$ cat src/rtl/fadd_arb.sv
// Two-requester round-robin front end for a shared pipelined FP adder.
// Operands are registered on grant and results are routed back by requester id.
module fadd_arb #(
    parameter int FADD_LAT = 1
) (
    input  logic        clk,
    input  logic        rst,
    input  logic        req0,
    input  logic        req1,
    input  logic        op0,
    input  logic        op1,
    input  logic [31:0] a0,
    input  logic [31:0] b0,
    input  logic [31:0] a1,
    input  logic [31:0] b1,
    output logic        ack0,
    output logic        ack1,
    output logic        rvalid0,
    output logic        rvalid1,
    output logic [31:0] rdata0,
    output logic [31:0] rdata1,
    output logic [31:0] fadd_x1,
    output logic [31:0] fadd_x2,
    input  logic [31:0] fadd_y,
    output logic        busy
);

    localparam int DEPTH = FADD_LAT + 1;

    function automatic logic [31:0] flip_sign(input logic [31:0] v);
        return {~v[31], v[30:0]};
    endfunction

    logic             rr_ptr_r;
    logic             ack0_s;
    logic             ack1_s;
    logic             grant_s;
    logic [31:0]      sel_a_s;
    logic [31:0]      sel_b_s;
    logic             sel_op_s;
    logic [DEPTH-1:0] stage_valid_r;
    logic [DEPTH-1:0] stage_id_r;
    logic             rvalid0_r;
    logic             rvalid1_r;
    logic [31:0]      rdata0_r;
    logic [31:0]      rdata1_r;
    logic [31:0]      fadd_x1_r;
    logic [31:0]      fadd_x2_r;
    logic             last_valid_s;
    logic             last_id_s;

    // Grant selection: a lone requester wins, contention is settled by rr_ptr_r.
    always_comb begin
        ack0_s = 1'b0;
        ack1_s = 1'b0;
        if (rst) begin
            ack0_s = 1'b0;
            ack1_s = 1'b0;
        end else if (req0 && req1) begin
            if (rr_ptr_r) begin
                ack1_s = 1'b1;
            end else begin
                ack0_s = 1'b1;
            end
        end else if (req0) begin
            ack0_s = 1'b1;
        end else if (req1) begin
            ack1_s = 1'b1;
        end else begin
            ack0_s = 1'b0;
            ack1_s = 1'b0;
        end
    end

    assign grant_s      = ack0_s | ack1_s;
    assign sel_a_s      = ack1_s ? a1 : a0;
    assign sel_b_s      = ack1_s ? b1 : b0;
    assign sel_op_s     = ack1_s ? op1 : op0;
    assign last_valid_s = stage_valid_r[DEPTH-1];
    assign last_id_s    = stage_id_r[DEPTH-1];

    // Round-robin pointer favours the requester that did not win last.
    always_ff @(posedge clk) begin
        if (rst) begin
            rr_ptr_r <= 1'b0;
        end else if (grant_s) begin
            rr_ptr_r <= ~ack1_s;
        end
    end

    // Operand registers feeding the shared adder; subtraction is a sign flip of b.
    always_ff @(posedge clk) begin
        if (rst) begin
            fadd_x1_r <= 32'd0;
            fadd_x2_r <= 32'd0;
        end else if (grant_s) begin
            fadd_x1_r <= sel_a_s;
            fadd_x2_r <= sel_op_s ? flip_sign(sel_b_s) : sel_b_s;
        end
    end

    // In-flight tracker, aligned so the last stage coincides with fadd_y being valid.
    always_ff @(posedge clk) begin
        if (rst) begin
            stage_valid_r <= '0;
            stage_id_r    <= '0;
        end else begin
            stage_valid_r[0] <= grant_s;
            stage_id_r[0]    <= ack1_s;
            for (int i = 1; i < DEPTH; i++) begin
                stage_valid_r[i] <= stage_valid_r[i-1];
                stage_id_r[i]    <= stage_id_r[i-1];
            end
        end
    end

    // Result capture and steering; rdata holds between strobes.
    always_ff @(posedge clk) begin
        if (rst) begin
            rvalid0_r <= 1'b0;
            rvalid1_r <= 1'b0;
            rdata0_r  <= 32'd0;
            rdata1_r  <= 32'd0;
        end else begin
            rvalid0_r <= last_valid_s & ~last_id_s;
            rvalid1_r <= last_valid_s & last_id_s;
            if (last_valid_s && !last_id_s) begin
                rdata0_r <= fadd_y;
            end
            if (last_valid_s && last_id_s) begin
                rdata1_r <= fadd_y;
            end
        end
    end

    assign ack0    = ack0_s;
    assign ack1    = ack1_s;
    assign rvalid0 = rvalid0_r;
    assign rvalid1 = rvalid1_r;
    assign rdata0  = rdata0_r;
    assign rdata1  = rdata1_r;
    assign fadd_x1 = fadd_x1_r;
    assign fadd_x2 = fadd_x2_r;
    assign busy    = (|stage_valid_r) | rvalid0_r | rvalid1_r;

endmodule

$ cat config.mk
export PLATFORM = sky130hd
export DESIGN_NAME = fadd_arb
export DESIGN_NICKNAME = d
export VERILOG_FILES = /design/src/rtl/fadd_arb.sv
export SDC_FILE = /design/constraint.sdc
export NUM_CORES = 1
export LEC_CHECK = 0
export BUFFER_PORTS_ARGS = -buffer_cell sky130_fd_sc_hd__buf_2
export CORE_MARGIN = 2
export CORE_UTILIZATION = 30
export DETAILED_ROUTE_END_ITERATION = 8
export SLEW_MARGIN = 30
export SYNTH_ARGS = -nofsm -noshare
export SYNTH_HDL_FRONTEND = slang
export SYNTH_SLANG_ARGS = --single-unit
$ cat constraint.sdc
create_clock -name clk -period 1.3 [get_ports clk]
set_input_delay 0.195 -clock clk [delete_from_list [all_inputs] [get_ports clk]]
set_output_delay 0.195 -clock clk [all_outputs]
set_load 0.1 [all_outputs]
; ---- After elaboration in Yosys (flattened, before gate mapping)
; Cells that the tools add are included.
[classes]
mux = 13
n_reduce_logical = 5
bitwise_logic = 8
[op_table]
columns = operator, n
row1 = 2-to-1 mux 32 bit, 3
row2 = 2-to-1 mux 1 bit, 10
row3 = logical AND 1 bit, 3
row4 = inverter 1 bit, 3
row5 = OR 1 bit, 3
row6 = bitwise AND 1 bit, 2
row7 = OR reduction 2 bit, 1
row8 = zero test 1 bit, 1
[word_totals]
inputBits = 166
regBits = 135
wordCells = 35

; ---- Longest topological paths before layout
[logic_depth]
ltp_word = 7
mapped_depth = 7

; ---- Least setup slack after synthesis
; No wires, ideal clock.
[synth_timing]
kind = in2out
start = input port rst
end = output port ack0
n_path_buf = 2
stages = 3
arrival_time_ps = 2730
path_slack_ps = -1625
cell_sequence = buf_6 -> clkbuf_1 -> a211oi_1
[synth_between]
elab_chain_cells = 1
[synth_rtl]
columns = element, line_no
row1 = "start, declared", 7  ; input logic rst,
row2 = 2-to-1 mux 1 bit, 56  ; if (rst) begin
row3 = "end, declared", 16  ; output logic ack0,
; No other way between the ends.

; ---- Final worst setup path
[layout_timing]
start = register rvalid0_r (netlist: rvalid0)
end = output port busy
[layout_between]
elab_chain_cells = 2
[layout_rtl]
columns = element, line_no
row1 = "start, declared", 43  ; logic rvalid0_r;
row2 = "start signal, assigned", 125  ; rvalid0_r <= last_valid_s & ~last_id_s;
row3 = OR 1 bit (2 in series), 144  ; assign busy = (|stage_valid_r) | rvalid0_r | rvalid1_r;
row4 = "end, declared", 25  ; output logic busy
; No other way between the ends.

==> out/results.tsv <==
metric	value	unit
initial antenna violation count	0	
Synth Cell Area	5428	um2
1st-pass router iterations	4	
worst path arrival time	1460	ps
Clock Pin Slew Worst Setup and Hold Paths	60	ps
I/O pin count	299	
Fin. Hold Viols	0	
Pwr Density	1472	nW/um2
status	finished with violations	
crit path time final	1654	ps
Root Driver	clkbuf_16	
IO buf count	298	
drt initial violations	125	
vias in the first global route	5120	
setup ws final	-354.5	ps
TritonCTS clock tree	built	
commonest non-fill, non-tap cell in the layout	buf_2	
antenna diode count	0	
grt total ovfl	0	
CP startpoint kind	flop	
worst vdd ir	0.0008540	V
Yosys cell types	25	
max-cap viol count	0	
# nets final	1070	
Die W	138.5	um
drt drc	0	
DR vias	5295	
Post-synth EDFFs	0	
gpl congestion	0.7660	
post-layout util	49.93	%
Avg Cell Area, Syn	9.184	um2
Die ar.	19180	um2
metal2 WL	8579	um
post-synthesis async set-or-reset flop share	0	%
WP data required	1110	ps
wl on met1	6859	um
CP Max Fanout	2	
Starting Density	30.42	%
DPL Wire Length	11050	um
hold buffers post-CTS	0	
Power, Total	13.11	mW
fin cells	1145	
Syn Inst Count	591	
Final Setup Violations	51	
Highest Clock Rate	604.4	MHz
area delta synth->final	64.13	%
Worst Hold Class	in -> reg	
TritonCTS Buffers	17	
Worst slew margin	62.17	%
placed cell count	1093	
leakage power	4.112	nW
sequential area share after synthesis	49.79	%
CTS Buffer Depth	2	
Vias/cell	4.624	
most frequent cells in the layout	buf_2, dfxtp_1, nand2_1	
H-tree Lvls	4	
clock latency on the worst-skew pair	420	ps
Yosys reg bits	135	
per-cell routed wire length	14.83	um
RSZ-0062 raised after global routing	yes	
crit path kind	reg -> out	
total clock sinks	135	
failing checks	setup timing	
final period utilization	127.3	%
CORE AREA	17840	um2
Primary FF master, synth	dfxtp_1	
largest net degree at the start of global routing	133	
Clock Skew	6.617	ps
Syn Nets	757	
Total GRT Usage	16.71	%
Top Metal Used	met4	
setup_tns	-2168	ps
die height	138.5	um
Synth warnings	0	
Pins Over Slew Limit	0	
flop2flop setup slack	-90	ps
Setup crit end kind	output pin	
final WL	16980	um
first-pass GRT wire length	25830	um
worst slew pin tran	567.4	ps
cell row count	49	
Final ANT Viol Nets	0	
Detail Route met3 WL	1318	um
layout cells sized above 1	44.54	%
[flip-flops by register name, summed over array words and instances, names as in the netlist]
name / flops
rdata0: 32
rdata1: 32
rvalid0: 1
fadd_x2: 32
rvalid1: 1
stage_id_r: 2
fadd_x1: 32
stage_valid_r: 2
rr_ptr_r: 1
[report_power, final]
part | internal [mW] | leakage (nW) | switching [mW] | total [mW]
sequential | 4.39 | 1.11 | 0.156 | 4.55
clock | 3.20 | 0.289 | 1.85 | 5.05
combinational | 1.06 | 2.71 | 2.46 | 3.51
total | 8.65 | 4.11 | 4.46 | 13.1
[Yosys cell counts, types with 2 or more instances]
| master | number | share of area (%) |
|---|---|---|
| buf_2 | 15 | 1.4 |
| mux2i_1 | 64 | 12 |
| buf_12 | 4 | 1.5 |
| nand2_1 | 129 | 8.9 |
| nand3b_1 | 64 | 8.9 |
| o21ai_1 | 38 | 3.5 |
| inv_1 | 4 | 0.28 |
| buf_6 | 4 | 0.83 |
| o21ai_2 | 5 | 0.81 |
| nor2b_1 | 3 | 0.35 |
| o21ai_0 | 21 | 1.9 |
| clkbuf_1 | 24 | 1.7 |
| buf_4 | 2 | 0.28 |
| nor2_1 | 2 | 0.14 |
| xor2_1 | 2 | 0.32 |
| nand2b_1 | 3 | 0.35 |
| a21oi_1 | 65 | 6.0 |
| dfxtp_1 | 135 | 50 |
[worst paths after layout]
kind                      start            end  cells past startpoint
setup / recovery        rvalid0           busy                      2
hold / removal              rst       rr_ptr_r                      2
setup reg to reg       rr_ptr_r    fadd_x2[20]                      7
hold reg to reg   stage_id_r[0]  stage_id_r[1]                      1
[layout make-up]
type / count / area (um2)
timing repair buffer: 345 / 2766
clock buffer: 19 / 432.9
clock inverter: 12 / 178.9
multi-input combinational: 401 / 2516
inverter: 4 / 18.77
fill: 1687 / 8932
sequential: 135 / 2709
tap: 229 / 286.5
[cells by family (layout without fill, tap and decap cells)]
kind of cell           Yosys count  count (layout)  synth area share (%)
AND/OR/NAND/NOR                204             204                 19.23
flip-flops                     135             135                 49.79
AO/OA/AOI/OAI                  131             131                 12.59
multiplexers                    64              64                 11.80
buffers and inverters           55             380                 6.270
XOR/XNOR                         2               2                0.3228
[worst max-delay path: stages (launching register included)]
cell and delay, ps:
dfxtp_4 340, or4_4 520, buf_12 180
[routing by layer]
layer	vias up	global-route usage (%)
li1	2644	-
met1	2429	19.34
met2	208	28.97
met3	14	5.923
met4	0	5.209
met5	-	0
[what timing repair did]
action / 4_1_cts / 5_1_grt
resized for setup: 139 / 65
cloned: 2 / 4
endpoints found under the setup margin: 129 / 71
setup buffers: 9 / 9
pin swaps: 1 / 11
endpoints found under the hold margin: 0 / 0
[per-stage QoR]
step | setup slack [ps] | hold WS [ps] | cell area, um2
after floorplan | -217.7 | 329.4 | 5480
after global placement | -11.00 | 432.5 | 7467
after detailed placement | -57.55 | 440.6 | 7467
after CTS | -383.6 | 1.796 | 8591
after global routing | -396.3 | 15.27 | 8909
final | -354.5 | 19.19 | 8909
Power figures use the tool's default switching activity.
